==> src/rtl/fetch_pkg.sv <==
`default_nettype none
// ============================================================================
// fetch_pkg : shared widths, constants and entry types for the fetch stage
// Rev 1.0
// ============================================================================
package fetch_pkg;

  localparam int XLEN = 32;

  localparam logic [XLEN-1:0] NOP_INSTR_DEFAULT = 32'h0000_0000;
  localparam logic [XLEN-1:0] MISALIGN_MASK     = 32'h0000_0003;

  typedef struct packed {
    logic [XLEN-1:0] pc;
    logic            misalign;
  } trk_entry_t;

  typedef struct packed {
    logic [XLEN-1:0] instr;
    logic [XLEN-1:0] pc;
    logic            misalign;
  } buf_entry_t;

  function automatic logic is_misaligned(input logic [XLEN-1:0] addr);
    return (addr & MISALIGN_MASK) != '0;
  endfunction

endpackage
`default_nettype wire

==> src/rtl/fetch_fifo.sv <==
`default_nettype none
// ============================================================================
// fetch_fifo : small power-of-two FIFO with occupancy count and bulk clear
// Rev 1.0
// ============================================================================
module fetch_fifo #(
  parameter int WIDTH = 32,
  parameter int DEPTH = 2,
  parameter int CNT_W = $clog2(DEPTH) + 1
) (
  input  logic             clk,
  input  logic             rst,
  input  logic             clear,
  input  logic             push,
  input  logic [WIDTH-1:0] push_data,
  input  logic             pop,
  output logic [WIDTH-1:0] head_data,
  output logic [CNT_W-1:0] count
);

  localparam int PTR_W = CNT_W - 1;

  logic [PTR_W-1:0] wr_ptr_q, wr_ptr_d;
  logic [PTR_W-1:0] rd_ptr_q, rd_ptr_d;
  logic [CNT_W-1:0] count_q, count_d;
  logic [WIDTH-1:0] mem_q [DEPTH];
  logic [WIDTH-1:0] mem_d [DEPTH];

  // Pointers wrap for free because DEPTH is a power of two.
  always_comb begin
    wr_ptr_d = wr_ptr_q;
    rd_ptr_d = rd_ptr_q;
    count_d  = count_q;
    mem_d    = mem_q;
    if (clear) begin
      wr_ptr_d = '0;
      rd_ptr_d = '0;
      count_d  = '0;
    end else begin
      if (push) begin
        mem_d[wr_ptr_q] = push_data;
        wr_ptr_d        = wr_ptr_q + PTR_W'(1);
      end
      if (pop) begin
        rd_ptr_d = rd_ptr_q + PTR_W'(1);
      end
      case ({push, pop})
        2'b10:   count_d = count_q + CNT_W'(1);
        2'b01:   count_d = count_q - CNT_W'(1);
        default: count_d = count_q;
      endcase
    end
  end

  always_ff @(posedge clk or posedge rst) begin
    if (rst) begin
      wr_ptr_q <= '0;
      rd_ptr_q <= '0;
      count_q  <= '0;
    end else begin
      wr_ptr_q <= wr_ptr_d;
      rd_ptr_q <= rd_ptr_d;
      count_q  <= count_d;
    end
  end

  always_ff @(posedge clk) begin
    mem_q <= mem_d;
  end

  assign head_data = mem_q[rd_ptr_q];
  assign count     = count_q;

endmodule
`default_nettype wire

==> src/rtl/instr_fetch_stage.sv <==
`default_nettype none
// ============================================================================
// instr_fetch_stage : credit-limited instruction fetch with flush discard
// Rev 1.0
// ============================================================================
module instr_fetch_stage
  import fetch_pkg::*;
#(
  parameter int              DEPTH     = 2,
  parameter logic [XLEN-1:0] NOP_INSTR = NOP_INSTR_DEFAULT
) (
  input  logic            clk,
  input  logic            rst,
  input  logic [XLEN-1:0] pc_in,
  input  logic            pc_valid,
  output logic            pc_ready,
  output logic            imem_req,
  output logic [XLEN-1:0] imem_addr,
  input  logic            imem_gnt,
  input  logic            imem_rvalid,
  input  logic [XLEN-1:0] imem_rdata,
  input  logic            flush,
  output logic            id_valid,
  input  logic            id_ready,
  output logic [XLEN-1:0] id_instr,
  output logic [XLEN-1:0] id_pc,
  output logic [XLEN-1:0] id_pc_plus4,
  output logic            id_misalign,
  output logic            proto_err
);

  localparam int              CNT_W    = $clog2(DEPTH) + 1;
  localparam logic [CNT_W:0]  CAPACITY = (CNT_W + 1)'(DEPTH);

  logic [CNT_W-1:0] inflight;
  logic [CNT_W-1:0] count;
  logic [CNT_W-1:0] discard_q, discard_d;
  logic             proto_err_q, proto_err_d;
  logic             credit;
  logic             rsp_accept;
  logic             buf_push;
  logic             buf_pop;
  trk_entry_t       trk_push_data, trk_head;
  buf_entry_t       buf_push_data, buf_head;

  // Only registered occupancy feeds credit, so a pop frees a slot one cycle later.
  assign credit     = ({1'b0, inflight} + {1'b0, count}) < CAPACITY;
  assign imem_req   = pc_valid & credit & ~flush & ~rst;
  assign imem_addr  = pc_in & ~MISALIGN_MASK;
  assign pc_ready   = imem_req & imem_gnt;

  assign rsp_accept = imem_rvalid & (inflight != '0);
  assign buf_push   = rsp_accept & (discard_q == '0) & ~flush;
  assign id_valid   = (count != '0);
  assign buf_pop    = id_valid & id_ready & ~flush;

  assign trk_push_data.pc       = pc_in;
  assign trk_push_data.misalign = is_misaligned(pc_in);

  assign buf_push_data.instr    = imem_rdata;
  assign buf_push_data.pc       = trk_head.pc;
  assign buf_push_data.misalign = trk_head.misalign;

  fetch_fifo #(
    .WIDTH ($bits(trk_entry_t)),
    .DEPTH (DEPTH),
    .CNT_W (CNT_W)
  ) u_tracker (
    .clk       (clk),
    .rst       (rst),
    .clear     (1'b0),
    .push      (pc_ready),
    .push_data (trk_push_data),
    .pop       (rsp_accept),
    .head_data (trk_head),
    .count     (inflight)
  );

  fetch_fifo #(
    .WIDTH ($bits(buf_entry_t)),
    .DEPTH (DEPTH),
    .CNT_W (CNT_W)
  ) u_ibuf (
    .clk       (clk),
    .rst       (rst),
    .clear     (flush),
    .push      (buf_push),
    .push_data (buf_push_data),
    .pop       (buf_pop),
    .head_data (buf_head),
    .count     (count)
  );

  // Requests still in flight at a flush must be drained and thrown away.
  always_comb begin
    discard_d = discard_q;
    if (flush) begin
      discard_d = inflight - CNT_W'(rsp_accept);
    end else if (rsp_accept && (discard_q != '0)) begin
      discard_d = discard_q - CNT_W'(1);
    end
  end

  assign proto_err_d = proto_err_q | (imem_rvalid & (inflight == '0));

  always_ff @(posedge clk or posedge rst) begin
    if (rst) begin
      discard_q   <= '0;
      proto_err_q <= 1'b0;
    end else begin
      discard_q   <= discard_d;
      proto_err_q <= proto_err_d;
    end
  end

  always_comb begin
    id_instr    = NOP_INSTR;
    id_pc       = '0;
    id_pc_plus4 = '0;
    id_misalign = 1'b0;
    if (id_valid) begin
      id_instr    = buf_head.instr;
      id_pc       = buf_head.pc;
      id_pc_plus4 = buf_head.pc + XLEN'(4);
      id_misalign = buf_head.misalign;
    end
  end

  assign proto_err = proto_err_q;

endmodule
`default_nettype wire
==> config.mk <==
export PLATFORM = sky130hd
export DESIGN_NAME = instr_fetch_stage
export DESIGN_NICKNAME = d
export VERILOG_FILES = /design/src/rtl/fetch_pkg.sv /design/src/rtl/fetch_fifo.sv /design/src/rtl/instr_fetch_stage.sv
export SDC_FILE = /design/constraint.sdc
export NUM_CORES = 1
export LEC_CHECK = 0
export CAP_MARGIN = 20
export CORE_MARGIN = 5
export CORE_UTILIZATION = 45
export DETAILED_ROUTE_END_ITERATION = 12
export PLACE_DENSITY = 0.72
export SYNTH_ARGS = -nofsm -noshare
export SYNTH_HDL_FRONTEND = slang
export SYNTH_SLANG_ARGS = --single-unit
export TNS_END_PERCENT = 100
==> constraint.sdc <==
create_clock -name clk -period 12.15 [get_ports clk]
set_input_delay 3.0375 -clock clk [delete_from_list [all_inputs] [get_ports clk]]
set_output_delay 3.0375 -clock clk [all_outputs]
set_load 0.02 [all_outputs]
==> flow_summary.json <==
{
  "die_x_um": 154,
  "dr_total_vias": 5761,
  "synth-simple-area-share": 0.105,
  "grt_pass1_wl_mm": 32.1,
  "via_per_inst": 5.24,
  "first_pass_iters": 4,
  "max_cap_violations": 0,
  "post_cts_buffers": 0,
  "share_seq_of_total_power": 0.457,
  "holdWs_ns": 0.461,
  "place.gp.congestion": 0.811,
  "synth_top_family_by_area": "multiplexers",
  "holdPathStages": 1,
  "finClkSkew_ns": 0.0149,
  "run_status": "finished clean",
  "synthAdderAreaFrac": 0.00753,
  "nNetsFinal": 893,
  "synth_edf_count": 196,
  "p_sw_frac": 0.266,
  "rr_worst_depth": 8,
  "synthTopCellsByArea": "edfxtp_1 63%, mux2i_1 6.3%, mux2_2 4.7%",
  "cp_data_required_time_ns": 9.11,
  "setup_tns_ns": 0,
  "synth_top_area_cell": "edfxtp_1",
  "cts_hold_buf": 0,
  "portBuffers": 201,
  "setup_viol": 0,
  "antenna_found_initial": 0,
  "yosysMostFrequentCell": "edfxtp_1",
  "power_mw": 1.97,
  "cts_resized": 0,
  "syn_area_per_cell_sq_um": 14.3,
  "arrival_ns": 4.98,
  "placementRows": 52,
  "postSynthCellCount": 650,
  "period_needed_ns": 8.02,
  "clk_latency_ns": 0.49,
  "synth_cell_types": 60,
  "irDropWorstVdd_mv": 0.108,
  "cts.clk_slew.worst_paths_ns": 0.06,
  "leakagePower_nw": 3.93,
  "die_area_sq_um": 23600,
  "place_inst": 1064,
  "cts_tree": "done",
  "p_per_area_nw_per_um2": 164,
  "p_sw_mw": 0.525,
  "p_int_mw": 1.45,
  "grt.overflow.total": 0,
  "rsz0062_at_grt": "no",
  "worstSetupStartpointType": "input port",
  "n_antenna_cell": 0,
  "ctsRootBufferMaster": "clkbuf_16",
  "critPathKind": "input port to output pin",
  "ys_seq_area_frac": 0.662,
  "grt.total_usage": 0.168,
  "finalHoldViolations": 0,
  "comb_power_share": 0.213,
  "routedWlPerCell_um": 18.9,
  "stdcell_count": 1100,
  "clock_sinks": 207,
  "fp.dieH_um": 154,
  "synth_mux_area_frac": 0.117,
  "maxSlewHeadroom": 0.358,
  "clkPwrFrac": 0.330,
  "synthFlopType": "edfxtp_1",
  "drc_errors": 0,
  "synthToLayoutAreaGrowth_pct": 29.1,
  "numCtsBuffers": 21,
  "finalMaxSlewViolations": 0,
  "grt_max_degree": 80,
  "post-route-period-util": 0.660,
  "final_util": 0.592,
  "synth-compound-area-share": 0.0360,
  "start_util": 0.458,
  "min_path_type": "flop to flop",
  "netlist_area_sq_um": 9300,
  "critPathCaptureType": "output pin",
  "synth-xor-area-share": 0.0198,
  "layout-drive-gt1-share": 0.119,
  "max_freq_mhz": 125,
  "grt_pass1_vias": 5986,
  "fill_cells": 1588,
  "tightest_slew_ns": 0.963,
  "ys_seq_elements": 207,
  "final_antenna_net_count": 0,
  "ys_top_cells_by_count": "196 x edfxtp_1, 86 x nor2_1, 59 x mux2i_1",
  "coreArea_sq_um": 20300,
  "ioPinCount": 204,
  "cts_max_level": 1,
  "yosys_warnings": 0,
  "synth_top_area_frac": 0.633,
  "drt_wl_total_mm": 20.8,
  "worstPathMaxFanout": 11,
  "cts_buffer_depth": 3,
  "hpwlAfterDp_mm": 13.9,
  "async_flop_share": 0.0531,
  "drt_iter0_markers": 280
}
power groups by stage:
| stage | combinational [mW] | clock, mW | sequential (mW) |
|---|---|---|---|
| after floorplan | 0.293 | 0 | 0.882 |
| after CTS | 0.424 | 0.668 | 0.903 |
| after detailed placement | 0.421 | 0 | 0.919 |
| after global placement | 0.409 | 0 | 0.915 |
| after global routing | 0.452 | 0.700 | 0.908 |
| final | 0.419 | 0.651 | 0.902 |
path summary, 6_finish.rpt:
path | end | slack (ns) | from
min | proto_err | 0.46 | proto_err
min reg2reg | proto_err | 0.46 | proto_err
max | pc_ready | 4.13 | flush
min in group asynchronous | u_ibuf.wr_ptr_q | 2.85 | rst
max in group asynchronous | u_ibuf.rd_ptr_q | 8.96 | rst
max reg2reg | u_tracker.mem_q[58] | 9.41 | u_tracker.count[0]
sequential cells by signal, indices dropped and copies added, names as in the netlist:
name,count
u_tracker.count,2
u_ibuf.mem_q,130
u_ibuf.wr_ptr_q,1
u_ibuf.count,2
u_ibuf.rd_ptr_q,1
proto_err,1
u_tracker.wr_ptr_q,1
discard_q,2
u_tracker.mem_q,66
u_tracker.rd_ptr_q,1
worst max-delay path: stages:
cell             delay [ns]
clkdlybuf4s50_1        0.62
nor3_1                 0.24
and3_1                 0.22
nand2_1                0.17
inv_1                  0.09
clkdlybuf4s50_1        0.60
cell families (layout without fill, tap and decap cells):
family / after synthesis / count (layout)
flip-flops: 207 / 207
AND/OR/NAND/NOR: 195 / 195
multiplexers: 103 / 103
buffers and inverters: 74 / 253
AO/OA/AOI/OAI: 44 / 44
XOR/XNOR: 21 / 21
adder cells (fa/ha/maj): 5 / 5
other: 1 / 2
through the flow:
stage / setup slack (ns) / area, sq um
final: 4.13 / 12000
after global routing: 3.98 / 12000
after CTS: 4.13 / 12000
after detailed placement: 4.13 / 11300
after global placement: 4.20 / 11300
after floorplan: 3.32 / 9310
cell usage in the layout, fill, tap and decap left out, types with 3 or more instances in the layout:
master,netlist,routed
nand3_1,21,21
o31ai_1,5,5
nor3_1,7,6
mux2_2,39,39
o21ai_0,10,10
clkdlybuf4s50_1,0,201
clkbuf_16,0,21
nand2_1,29,29
inv_1,11,11
nand4_1,11,11
mux2_1,3,3
bufinv_16,0,4
and2_1,11,11
nor2_1,86,84
xor2_1,9,9
xnor2_1,12,12
a21oi_1,6,6
clkbuf_1,14,3
nand3b_1,3,3
nor2b_1,4,4
buf_4,41,4
clkinvlp_4,0,3
mux2i_1,59,59
ha_1,4,4
clkinv_1,0,4
o21ai_1,3,3
edfxtp_1,196,196
dfrtp_1,11,9
per-layer routing:
layer	vias up	global-route usage	wire length [um]
li1	2691	-	-
met1	2828	0.221	9030
met2	208	0.289	10200
met3	34	0.0312	1180
met4	0	0.0425	374
met5	-	0	0
area by class of cell:
type | instances | area (sq um) | area share
Multi-Input combinational cell | 370 | 2690 | 0.224
Sequential cell | 207 | 6170 | 0.513
Timing Repair Buffer | 206 | 2070 | 0.172
Tap cell | 270 | 338 | 0.0281
Clock inverter | 12 | 163 | 0.0135
Inverter | 11 | 41.3 | 0.00344
Clock buffer | 24 | 537 | 0.0447
Power figures use the tool's default switching activity.
==> edit 1, RTL diff (same flow settings) <==
The package constant `XLEN` goes from 32 to 36.
--- a/src/rtl/fetch_pkg.sv
+++ b/src/rtl/fetch_pkg.sv
@@ -7,3 +7,3 @@
 
-  localparam int XLEN = 32;
+  localparam int XLEN = 36;
 
Ports: changed (6 resized); port bits go from 204 to 228. The function was not compared with the original's and may differ.
==> edit 1 against the unedited design <==
Utilization up 0.083 points. Area after synthesis is 8.9% higher. Fmax decreased by 0.35%. First-iteration DRC count is 36% higher. Sequential cell count rose by 24. Clock skew shrank 0.0054 ns. Wire length increased by 9.9%. Final area grew 11%. Largest cell class unchanged. Critical endpoint unchanged. Global-route usage grew 0.48 points. Register-to-register slack worse by 0.08 ns. Total power increased by 13%. Setup slack worse by 0.028 ns.
==> edit 1: results (changes against the unedited design) <==
[outcome]
status = complete, no violations  ; unchanged

[layout]
drive_gt1_frac = 0.114  ; was 0.119
fill_cells = 1760  ; was 1588
reg_top3 = u_ibuf.mem_q x146, u_tracker.mem_q x74  ; was u_ibuf.mem_q x130, u_tracker.mem_q x66
nets = 993  ; was 893

[power]
p_leak_nw = 4.29  ; was 3.93 nW
peakVddDrop_mv = 0.117  ; was 0.108 mV

[drt]
wl_per_cell_um = 18.8  ; was 18.9 µm
drt_iter0_drc = 380  ; was 280
route.detailed.vias_per_inst = 5.19  ; was 5.24

[clock_network]
cts_made_buffers = 25  ; was 21
cts_max_level = 1  ; unchanged
clkLatencyLatePin_ns = 0.51  ; was 0.49 ns

[critical_path]
ff2ff_path_depth = 6  ; was 8
crit_arrival_ns = 5.01  ; was 4.98 ns

[yosys]
synth_edf_count = 220  ; was 196
synthArstFlopShare = 0.0476  ; was 0.0531
synth_top_cell_area_share = 0.652  ; was 0.633
synth_common_cells = edfxtp_1, nor2_1, mux2i_1  ; unchanged
ys_top_cells_by_area = edfxtp_1, mux2i_1, mux2_2  ; unchanged
ys_seq_area_frac = 0.679  ; was 0.662
synth.distinct_cells = 45  ; was 60

[grt]
grt_usage = 0.173  ; was 0.168
grt_pass1_vias = 6364  ; was 5986
grt_max_degree = 62  ; was 80
grt_pass1_wl_mm = 35.3  ; was 32.1 mm

[sta]
finalClockSkew_ns = 0.00949  ; was 0.0149 ns
max_slew.worst_pin.slew_ns = 1.07  ; was 0.963 ns

[placement]
place_hpwl_mm = 15.4  ; was 13.9 mm
gp_congestion = 0.791  ; was 0.811
io_buffers = 225  ; was 201

[edit 1: cell types whose count changed after synthesis, sizes merged, moves of 6 or more]
cell,unedited run,this run
mux2i,60,71
and2,11,4
nor2,86,107
a22oi,1,7
edfxtp,196,220
xnor2,12,20
[edit 1: cells by family after synthesis]
logic type / synth area share
fa+ha+maj: 0.00691
flops: 0.679
xor+xnor: 0.0242
buf+inv: 0.0444
simple gates: 0.0979
compound gates: 0.0315
mux: 0.116
other cells: 0.000370
[edit 1: worst paths after layout]
path	from	to	slack, ns
setup / recovery	flush	pc_ready	4.11
hold / removal	proto_err	proto_err	0.46
setup reg to reg	u_tracker.count[0]	u_tracker.mem_q[31]	9.33
hold reg to reg	proto_err	proto_err	0.46
max in group asynchronous	rst	u_ibuf.rd_ptr_q	8.96
min in group asynchronous	rst	proto_err	2.83
[edit 1: through the flow]
| step | hold slack [ns] | instances | instance area (µm²) | utilization | power (mW) |
|---|---|---|---|---|---|
| global route | 0.501 | 1213 | 13300 | 0.592 | 2.32 |
| finish | 0.460 | 1213 | 13300 | 0.592 | 2.23 |
| global placement | 0.443 | 1167 | 12400 | 0.555 | 1.47 |
| floorplan | 0.461 | 713 | 10100 | - | 1.30 |
| CTS | 0.466 | 1213 | 13300 | 0.592 | 2.25 |
| detailed placement | 0.455 | 1167 | 12400 | 0.555 | 1.48 |
[edit 1: metal layers]
metal  vias to the layer above  global-route usage  wire [µm]
li1                       3001                   -          -
met1                      3086               0.218       9420
met2                       181               0.310      11700
met3                        32              0.0281       1250
met4                         0              0.0442        467
met5                         -                   0          0
[edit 1: layout make-up]
cell class                 instances  share of cell area
clock buffer                      28              0.0479
clock inverter                    18              0.0153
inverter                          10             0.00282
multi-input combinational        405               0.213
sequential                       231               0.518
tap                              285              0.0268
timing repair buffer             236               0.176
[edit 1: where the power goes]
part | switching, mW | total [mW] | leakage, nW | internal (mW)
sequential | 0.0584 | 1.00 | 2.11 | 0.944
clock | 0.299 | 0.763 | 0.412 | 0.464
combinational | 0.241 | 0.459 | 1.77 | 0.219
==> edit 2, RTL diff (config.mk and constraints unchanged) <==
Made on the original files. Make the reset (`rst`) synchronous in 2 clocked blocks.
--- a/src/rtl/fetch_fifo.sv
+++ b/src/rtl/fetch_fifo.sv
@@ -54,3 +54,3 @@
 
-  always_ff @(posedge clk or posedge rst) begin
+  always_ff @(posedge clk) begin
     if (rst) begin
--- a/src/rtl/instr_fetch_stage.sv
+++ b/src/rtl/instr_fetch_stage.sv
@@ -105,3 +105,3 @@
 
-  always_ff @(posedge clk or posedge rst) begin
+  always_ff @(posedge clk) begin
     if (rst) begin
Function: differs if rst is asserted again (counterexample within 4 cycles, from zero or initial values and one cycle with rst high); with rst held inactive, the same outputs for 4 cycles.
==> edit 2 against the unedited design <==
Setup slack got worse by 0.37 ns. Sequential share of layout area is 0.39 points higher. Area after synthesis shrank 2.0%. Sequential cell count did not move. Wire length is 5.9% lower. Final area fell by 1.6%. Highest routed layer unchanged. Die area shrank 1.8%.
Power is not compared: it rests on default switching activity, and its combinational part moved more than twofold at a synthesized area within 25%.
==> edit 2: results (changes against the unedited design) <==
[drt]
wl_mm = 19.5  ; was 20.8 mm
drt_iter0_drc = 227  ; was 280
vias = 5610  ; was 5761
dr.pass1.iters = 4  ; unchanged

[grt]
grt_max_degree = 66  ; was 80
antenna_found_initial = 0  ; unchanged
grt_pass1_vias = 6027  ; was 5986
grt_usage = 0.160  ; was 0.168
grt_pass1_wl_mm = 30.6  ; was 32.1 mm

[yosys]
syn_avg_cell_area_um2 = 14.2  ; was 14.3 µm²
synth_common_cells = edfxtp_1, nor2_1, mux2i_1  ; unchanged
synth.distinct_cells = 48  ; was 60
yosys_warnings = 0  ; unchanged
synth_edf_count = 196  ; unchanged
ys_seq_area_frac = 0.669  ; was 0.662
synthArstFlopShare = 0  ; was 0.0531
ys_top_cells_by_area = edfxtp_1, mux2i_1, mux2_2  ; unchanged
synth-main-ff-cell = edfxtp_1  ; unchanged

[power]
peakVddDrop_mv = 0.0899
p_leak_nw = 3.73
power_frac_comb = 0.065
p_comb_mw = 0.0977
intPower_mw = 1.20
p_seq_mw = 0.801

[layout]
stdcell_area_um2 = 11800  ; was 12000 µm²
reg_top3 = u_ibuf.mem_q x130, u_tracker.mem_q x66  ; unchanged
drive_gt1_frac = 0.107  ; was 0.119
diodes = 0  ; unchanged
nets = 886  ; was 893
instances_no_fill = 1093  ; was 1100

[outcome]
status = complete, no violations  ; unchanged

[clock_network]
clk_pin_slew_ns = 0.06  ; about the same
cts_max_level = 1  ; unchanged
post_cts_buffers = 0  ; unchanged
cts_resized = 0  ; unchanged
clockRootBuffer = clkbuf_16  ; unchanged
cts_max_path_buffers = 3  ; unchanged
cts_made_buffers = 21  ; unchanged
clkLatencyLatePin_ns = 0.48

[sta]
relSlewSlack = 0.375  ; was 0.358
hold_violations = 0  ; unchanged
finalClockSkew_ns = 0.00880  ; was 0.0149 ns

[critical_path]
crit_arrival_ns = 5.35  ; was 4.98 ns
path_max_fanout = 8  ; was 11
critPathMaxStageDelay_ns = 0.60  ; was 0.62 ns
critical-path-top-delay-family = buffers and inverters  ; unchanged
cp_slowest_cell = clkdlybuf4s50_1  ; unchanged

[placement]
dp_slack_ns = 3.76  ; was 4.13 ns
place_hpwl_mm = 12.9  ; was 13.9 mm
dpl-instance-area_um2 = 11100  ; was 11300 µm²
io_buffers = 201  ; unchanged
gp_congestion = 0.823  ; was 0.811

[worst_hold_path]
min_path_type = register to register  ; unchanged

[edit 2: cell types whose count changed after synthesis, moves of 6 or more]
cell     change
dfxtp_1     +11
buf_2        +8
buf_4        -6
dfrtp_1     -11
nor2_1      +10
nand3_1     -10
[edit 2: worst register-to-register path, cell delays in order, from the launching register on]
cell and delay, ns:
dfxtp_1 0.45, and2_1 0.19, fa_1 0.43, nor4b_1 0.40, nand2_1 0.28, nor2_4 0.48, buf_16 0.23
[edit 2: final timing paths]
| check | from | cells past startpoint | slack [ns] | endpoint |
|---|---|---|---|---|
| max | rst | 6 | 3.76 | pc_ready |
| min | proto_err | 2 | 0.50 | proto_err |
| max reg2reg | u_ibuf.count[0] | 6 | 9.37 | u_tracker.mem_q[22] |
| min reg2reg | proto_err | 2 | 0.50 | proto_err |
[edit 2: cell families after synthesis]
family	count (synthesis)	synth area share
flip-flops	207	0.669
AND/OR/NAND/NOR	183	0.0959
XOR/XNOR	25	0.0240
other	1	0.000411
multiplexers	99	0.114
AO/OA/AOI/OAI	46	0.0361
adder cells (fa/ha/maj)	6	0.00905
buffers and inverters	77	0.0510
[edit 2: metal layers]
| layer | track usage | vias to the layer above | routed length (µm) |
|---|---|---|---|
| li1 | - | 2669 | - |
| met1 | 0.196 | 2747 | 8390 |
| met2 | 0.294 | 172 | 9800 |
| met3 | 0.0327 | 22 | 1090 |
| met4 | 0.0342 | 0 | 266 |
| met5 | 0 | - | 0 |
[edit 2: cell type report]
class	count	area, µm²
Multi-Input combinational cell	361	2590
Sequential cell	207	6110
Tap cell	270	338
Clock buffer	30	589
Timing Repair Buffer	206	2080
Clock inverter	7	60.1
Inverter	12	45.0
Fill cell	1550	8290
